**config.mk**
```make
export PLATFORM = sky130hd
export DESIGN_NAME = ucsbece154a_mc_controller
export DESIGN_NICKNAME = d
export VERILOG_FILES = /design/src/rtl/ucsbece154a_mc_controller.sv
export SDC_FILE = /design/constraint.sdc
export NUM_CORES = 1
export LEC_CHECK = 0
export ABC_AREA = 1
export CORE_MARGIN = 4
export CORE_UTILIZATION = 38
export CTS_CLUSTER_SIZE = 25
export DETAILED_ROUTE_END_ITERATION = 12
export HOLD_SLACK_MARGIN = 0.08
export PLACE_DENSITY_LB_ADDON = 0.08
export RECOVER_POWER = 25
export REMOVE_ABC_BUFFERS = 1
export SYNTH_ARGS = -nofsm -noshare
export SYNTH_HDL_FRONTEND = slang
export SYNTH_SLANG_ARGS = --single-unit
```
**constraint.sdc**
```tcl
create_clock -name clk -period 3.8 [get_ports clk]
set_input_delay 0.76 -clock clk [delete_from_list [all_inputs] [get_ports clk]]
set_output_delay 0.76 -clock clk [all_outputs]
set_load 0.02 [all_outputs]
```
**src/rtl/ucsbece154a_mc_controller.sv**
```systemverilog
// Multicycle RV32I main controller: Moore FSM sequencing the shared ALU/memory datapath,
// with the ALU decoder and immediate-select decoder folded in.
module ucsbece154a_mc_controller (
  input  logic       clk,
  input  logic       reset,
  input  logic [6:0] op,
  input  logic [2:0] funct3,
  input  logic       funct7b5,
  input  logic       zero,
  output logic       PCWrite,
  output logic       AdrSrc,
  output logic       MemWrite,
  output logic       IRWrite,
  output logic       RegWrite,
  output logic [1:0] ResultSrc,
  output logic [1:0] ALUSrcA,
  output logic [1:0] ALUSrcB,
  output logic [2:0] ALUControl,
  output logic [2:0] ImmSrc,
  output logic       Error,
  output logic [3:0] state
);

  typedef enum logic [3:0] {
    S_FETCH    = 4'd0,
    S_DECODE   = 4'd1,
    S_MEMADR   = 4'd2,
    S_MEMREAD  = 4'd3,
    S_MEMWB    = 4'd4,
    S_MEMWRITE = 4'd5,
    S_EXECUTER = 4'd6,
    S_ALUWB    = 4'd7,
    S_EXECUTEI = 4'd8,
    S_JAL      = 4'd9,
    S_BRANCH   = 4'd10,
    S_LUI      = 4'd11,
    S_ERROR    = 4'd15
  } state_t;

  localparam logic [6:0] OP_LW     = 7'b0000011;
  localparam logic [6:0] OP_SW     = 7'b0100011;
  localparam logic [6:0] OP_RTYPE  = 7'b0110011;
  localparam logic [6:0] OP_ITYPE  = 7'b0010011;
  localparam logic [6:0] OP_JAL    = 7'b1101111;
  localparam logic [6:0] OP_BRANCH = 7'b1100011;
  localparam logic [6:0] OP_LUI    = 7'b0110111;

  state_t     state_q;
  state_t     state_d;
  logic [1:0] alu_op;
  logic       pc_update;
  logic       branch;
  logic       taken;

  always_ff @(posedge clk) begin
    if (reset) state_q <= S_FETCH;
    else       state_q <= state_d;
  end

  assign state = state_q;

  always_comb begin
    state_d = S_ERROR;
    case (state_q)
      S_FETCH:  state_d = S_DECODE;
      S_DECODE: begin
        case (op)
          OP_LW, OP_SW: state_d = S_MEMADR;
          OP_RTYPE:     state_d = S_EXECUTER;
          OP_ITYPE:     state_d = S_EXECUTEI;
          OP_JAL:       state_d = S_JAL;
          OP_BRANCH:    state_d = S_BRANCH;
          OP_LUI:       state_d = S_LUI;
          default:      state_d = S_ERROR;
        endcase
      end
      // op[5] separates sw (store) from lw (load) among the memory opcodes
      S_MEMADR:                          state_d = op[5] ? S_MEMWRITE : S_MEMREAD;
      S_MEMREAD:                         state_d = S_MEMWB;
      S_EXECUTER, S_EXECUTEI, S_JAL:     state_d = S_ALUWB;
      S_MEMWB, S_MEMWRITE, S_ALUWB,
      S_BRANCH, S_LUI:                   state_d = S_FETCH;
      default:                           state_d = S_ERROR;
    endcase
  end

  always_comb begin
    AdrSrc    = 1'b0;
    MemWrite  = 1'b0;
    IRWrite   = 1'b0;
    RegWrite  = 1'b0;
    ResultSrc = 2'b00;
    ALUSrcA   = 2'b00;
    ALUSrcB   = 2'b00;
    alu_op    = 2'b00;
    pc_update = 1'b0;
    branch    = 1'b0;
    Error     = 1'b0;
    case (state_q)
      S_FETCH: begin
        IRWrite   = 1'b1;
        ALUSrcB   = 2'b10;
        ResultSrc = 2'b10;
        pc_update = 1'b1;
      end
      S_DECODE: begin
        ALUSrcA = 2'b01;
        ALUSrcB = 2'b01;
      end
      S_MEMADR: begin
        ALUSrcA = 2'b10;
        ALUSrcB = 2'b01;
      end
      S_MEMREAD:  AdrSrc = 1'b1;
      S_MEMWB: begin
        ResultSrc = 2'b01;
        RegWrite  = 1'b1;
      end
      S_MEMWRITE: begin
        AdrSrc   = 1'b1;
        MemWrite = 1'b1;
      end
      S_EXECUTER: begin
        ALUSrcA = 2'b10;
        alu_op  = 2'b10;
      end
      S_EXECUTEI: begin
        ALUSrcA = 2'b10;
        ALUSrcB = 2'b01;
        alu_op  = 2'b10;
      end
      S_ALUWB:    RegWrite = 1'b1;
      S_JAL: begin
        ALUSrcA   = 2'b01;
        ALUSrcB   = 2'b10;
        pc_update = 1'b1;
      end
      S_BRANCH: begin
        ALUSrcA = 2'b10;
        alu_op  = 2'b01;
        branch  = 1'b1;
      end
      S_LUI: begin
        ResultSrc = 2'b11;
        RegWrite  = 1'b1;
      end
      S_ERROR:    Error = 1'b1;
      default:    Error = 1'b1;
    endcase
  end

  always_comb begin
    case (funct3)
      3'b000:  taken = zero;
      3'b001:  taken = ~zero;
      default: taken = 1'b0;
    endcase
  end

  assign PCWrite = pc_update | (branch & taken);

  always_comb begin
    ALUControl = 3'b000;
    case (alu_op)
      2'b01: ALUControl = 3'b001;
      2'b10: begin
        case (funct3)
          3'b000:  ALUControl = (op[5] & funct7b5) ? 3'b001 : 3'b000;
          3'b010:  ALUControl = 3'b101;
          3'b110:  ALUControl = 3'b011;
          3'b111:  ALUControl = 3'b010;
          default: ALUControl = 3'b000;
        endcase
      end
      default: ALUControl = 3'b000;
    endcase
  end

  always_comb begin
    case (op)
      OP_LW, OP_ITYPE: ImmSrc = 3'b000;
      OP_SW:           ImmSrc = 3'b001;
      OP_BRANCH:       ImmSrc = 3'b010;
      OP_JAL:          ImmSrc = 3'b011;
      OP_LUI:          ImmSrc = 3'b100;
      default:         ImmSrc = 3'b000;
    endcase
  end

endmodule

```
* Word-level counts from Yosys, hierarchy flattened
Index checks and enable logic that the tools add are counted.
** Storage, ports and cells
- Bits of input ports :: 14
- Logic and storage cells :: 61
- Output and inout bits :: 22
- Bits in registers :: 4
** Cells by class
- Equality and inequality tests :: 24
- Bitwise operators :: 4
- Reduce and logical (&&, ||, !) cells :: 13
- Muxes and demuxes :: 19
** Operators by type and width (number)
- $pmux W4 S6 :: 2
- $pmux W3 S4 :: 2
- $eq A7 B6 Y1 const B :: 3
- $eq A4 B3 Y1 const B :: 4
- $eq A4 B4 Y1 const B :: 4
- $eq A7 B7 Y1 const B :: 2
- $pmux W2 S2 :: 3
- $reduce_or A12 Y1 :: 1
- $reduce_or A2 Y1 :: 5
- $reduce_or A3 Y1 :: 3
- $eq A4 B2 Y1 const B :: 2
- $mux W1 :: 8
- $eq A7 B2 Y1 const B :: 1
- $eq A7 B5 Y1 const B :: 1
- $eq A3 B3 Y1 const B :: 2
- $pmux W2 S3 :: 1
- $pmux W3 S2 :: 1
- $reduce_or A5 Y1 :: 1
- $eq A4 B1 Y1 const B :: 1
- $logic_not A4 Y1 :: 1
- $reduce_or A4 Y1 :: 1
- $eq A3 B1 Y1 const B :: 1
- $eq A3 B2 Y1 const B :: 1
- $logic_not A3 Y1 :: 1
- 7 further kinds :: 8

* Depth between registers and ports, before layout
- Depth in word-level cells :: 5
- Depth in mapped cells :: 9
- Gate-level depth less buffers :: 9

* Least setup slack after synthesis
No wires, ideal clock.
- Path type :: reg-to-output
- Start :: register state_q[3] (netlist: state[3])
- End :: output port ALUControl[2]
- Path slack :: 1.049 ns
- Buffers on the path :: 0
- Stages on the path, launching flop included :: 8
- Arrival :: 1.991 ns
- Data required time :: 3.040 ns
- Cells stage by stage :: dfxtp_1 > inv_2 > nor2_2 > inv_1 > nor2_1 > inv_1 > ha_1 > nor4_1
** Between the ends
- Word-level cells in the longest chain between the ends :: 5
- Elaborated cells on any way between the ends :: 8
- Classes of those cells :: eq/ne: 5; mux: 2; reduce/logical: 1
** Ends and longest elaborated chain
- start, declared :: RTL line 48 : state_t state_q;
- start signal, assigned :: RTL line 57 : else state_q <= state_d;
- $eq A4 B4 Y1 / $eq A4 B3 Y1 (equally long branches) :: RTL line 99 : case (state_q)
- $reduce_or A2 Y1 (no line)
- $pmux W2 S2 (*) :: RTL line 99
- $eq A2 B2 Y1 / $eq A2 B1 Y1 (equally long branches) :: RTL line 164 : case (alu_op)
- $pmux W3 S2 (*) :: RTL line 164
- end, declared :: RTL line 18 : output logic [2:0] ALUControl,
Mark *: on every way between the ends. The rest lies on a longest branch, timed or not.

* Worst setup path in the final report
- Start :: input port op[5]
- End :: output port ImmSrc[0]
** Between the ends
- Word-level cells in the longest chain between the ends :: 2
- Elaborated cells on any way between the ends :: 5
- Classes of those cells :: eq/ne: 4; mux: 1
** Ends and longest elaborated chain
- start, declared :: RTL line 6 : input logic [6:0] op,
- $eq A7 B6 Y1 / $eq A7 B7 Y1 (equally long branches) :: RTL line 180 : case (op)
- $pmux W3 S4 (*) :: RTL line 180
- end, declared :: RTL line 19 : output logic [2:0] ImmSrc,
Marked as above.

==> impl_results.md <==
* Largest net degree at the start of global routing at 7
* First-pass GRT wire length at 2.79 mm
* Post-Syn Area at 563 sq um
* Die ar. at 2160 sq um
* Area growth syn-to-layout at 69.6%
* Number of synthesized register bits at 4
* DRT Wirelength at 1.70 mm
* Internal power at 0.000300 W
* Non-filler cells in the finished layout at 164
* Hold_buf cts at 0
* Number of vias per cell at 4.77
* Post-DRT Antenna Nets at 0
* CTS tree: yes
* DRC at 0
* Cts repair resizes at 0
* Final nets at 167
* Share of cells above drive strength 1 at 10.7%
* Hold Path Class: reg -> reg
* Antenna Diode Count at 0
* Htree depth at 1
* Synth area leader: nand2_1
* Psw at 0.000313 W
* Worst setup margin at 0.483 ns
* DIE WIDTH at 46.5 um
* Ratio of final minimum period to clock period at 87.3%
* Synth cell types at 20
* Peak supply drop at 382 uV
* Longest Clk Path Bufs at 2
* WL/cell at 10.4 um
* Share of the synthesized area in the top cell type at 20.0%
* Register area share after synthesis at 14.2%
* Syn_area_per_cell at 5.07 sq um
* Sequential share of power at 13.6%
* IO Pins at 36
* Clock Pin Slew Worst Setup and Hold Paths at 0.04 ns
* Worst-Margin Slew at 0.235 ns
* Clk_lat worst skew at 0.23 ns
* Highest net fanout along the worst path at 6
* GRT Resource Usage Total at 17.4%
* Pleak at 0.433 nW
* WHS at 0.649 ns
* Hold Vio Cnt, Final at 0
* RSZ-0062 raised after global routing: false
* Initial antenna violation count at 0
* CTS buffer count at 3
* CP startpoint kind: primary input
* Clock Power Share at 8.6%
* Via Count at 782
* Placement Setup Slack at 0.586 ns
* YS warnings at 0
* Final setup vio count at 0
* Final Max Slew Viols at 0
* Detailed Routing Iterations Pass 1 at 4
* Crit end category: primary output
* Peak Freq at 0.301 GHz
* # placed instances at 161
* Cells after Synth at 111
* Final Wtd Congestion at 0.816
* Clock skew at 0.000821 ns
* Starting Density at 41.7%
* Vias in the first global route at 722
* HPWL Detailed at 1.45 mm
* Rows at 13
* Critical Path AT at 2.56 ns
* Post-route cell area at 955 sq um
* Power share of the combinational group at 77.8%
* PD cells at 642 nW/um^2
* Max_slew headroom at 84.2%
* Drt initial violations at 12
* Crit path kind: in -> out
* Placed Area at 932 sq um
* Required time worst endpoint at 3.04 ns
* Max Cap Violations at 0
* # Post-CTS Setup Buffers at 0
* Dominant cells by area after synthesis: nand2_1 20%, nor2_1 15%, dfxtp_1 14%
* Chip height at 46.5 um
* Switch share at 51.0%
* Status: finished clean
* IO buf count at 35
* Final setup TNS at 0 ns
* Clock sink count at 4
* Final min period at 3.32 ns
* Number of flip-flops in the largest register at 4
* Total core area at 1350 sq um
* GR Overflow Total at 0
* Clock root buffer: clkbuf_4
area by class of cell:
class                      count  area (sq um)
sequential                     4          80.1
clock buffer                   3          22.5
fill                         140           395
timing repair buffer          35           350
inverter                      21          78.8
tap                           15          18.8
multi-input combinational     86           404
placed cells by master (no fill, tap or decap), drive strengths merged:
cell type / synthesis / routed
ha: 2 / 2
dlygate4sd3: 0 / 4
nor4: 1 / 1
o31ai: 1 / 1
dfxtp: 4 / 4
nor2: 26 / 26
nand3b: 1 / 1
o21ai: 10 / 10
clkinv: 1 / 1
clkbuf: 0 / 3
a21oi: 7 / 7
nand2: 32 / 32
clkdlybuf4s50: 0 / 31
inv: 20 / 20
nor3: 1 / 1
nand3: 4 / 4
nand4: 1 / 1
power by group through the flow:
| stage | clock network (W) | logic (W) | registers, W |
|---|---|---|---|
| after detailed placement | 0 | 0.000482 | 0.0000836 |
| after global placement | 0 | 0.000474 | 0.0000827 |
| after global routing | 0.0000552 | 0.000525 | 0.0000857 |
| final | 0.0000529 | 0.000476 | 0.0000833 |
| after floorplan | 0 | 0.000259 | 0.0000984 |
| after CTS | 0.0000539 | 0.000483 | 0.0000830 |
path summary, 6_finish.rpt:
check,from,to,slack [ns],depth (start not counted)
setup / recovery,op[5],ImmSrc[0],0.48,6
hold reg to reg,state[2],state[3],0.65,2
hold / removal,state[2],state[3],0.65,2
setup reg to reg,state[3],state[0],2.53,8
stage by stage:
stage,power (W),util [%]
finish,0.000613,70.7
global route,0.000666,70.7
CTS,0.000620,70.7
detailed placement,0.000566,69.0
global placement,0.000557,69.0
floorplan,0.000357,-
per-layer routing:
metal / global-route usage (%) / routed length [um] / vias to the layer above / part of all wire, %
li1: - / - / 427 / -
met1: 20.7 / 756 / 336 / 45
met2: 32.1 / 859 / 19 / 51
met3: 2.73 / 82 / 0 / 4.8
met4: 3.41 / 0 / 0 / 0
met5: 0 / 0 / - / 0
synthesized netlist by cell type, drive strengths merged:
master / count
ha: 2
nor4: 1
inv: 20
nand4: 1
dfxtp: 4
a21oi: 7
nor3: 1
nor2: 26
o31ai: 1
clkinv: 1
o21ai: 10
nand2: 32
nand3b: 1
nand3: 4
cell families (layout without fill, tap and decap cells):
kind of cell	Yosys count	count (layout)	share of synthesized area, %
AND/OR/NAND/NOR	66	66	50.2
adder cells (fa/ha/maj)	2	2	4.44
AO/OA/AOI/OAI	18	18	17.1
flip-flops	4	4	14.2
buffers and inverters	21	59	14.0
critical path, cell delays in order:
cell and delay [ns]:
dlygate4sd3_1 0.65, nand2_1 0.10, nor2_1 0.17, nand2_1 0.14, o21ai_0 0.11, clkdlybuf4s50_1 0.63
Note: power is estimated with default switching activity, not from simulation.
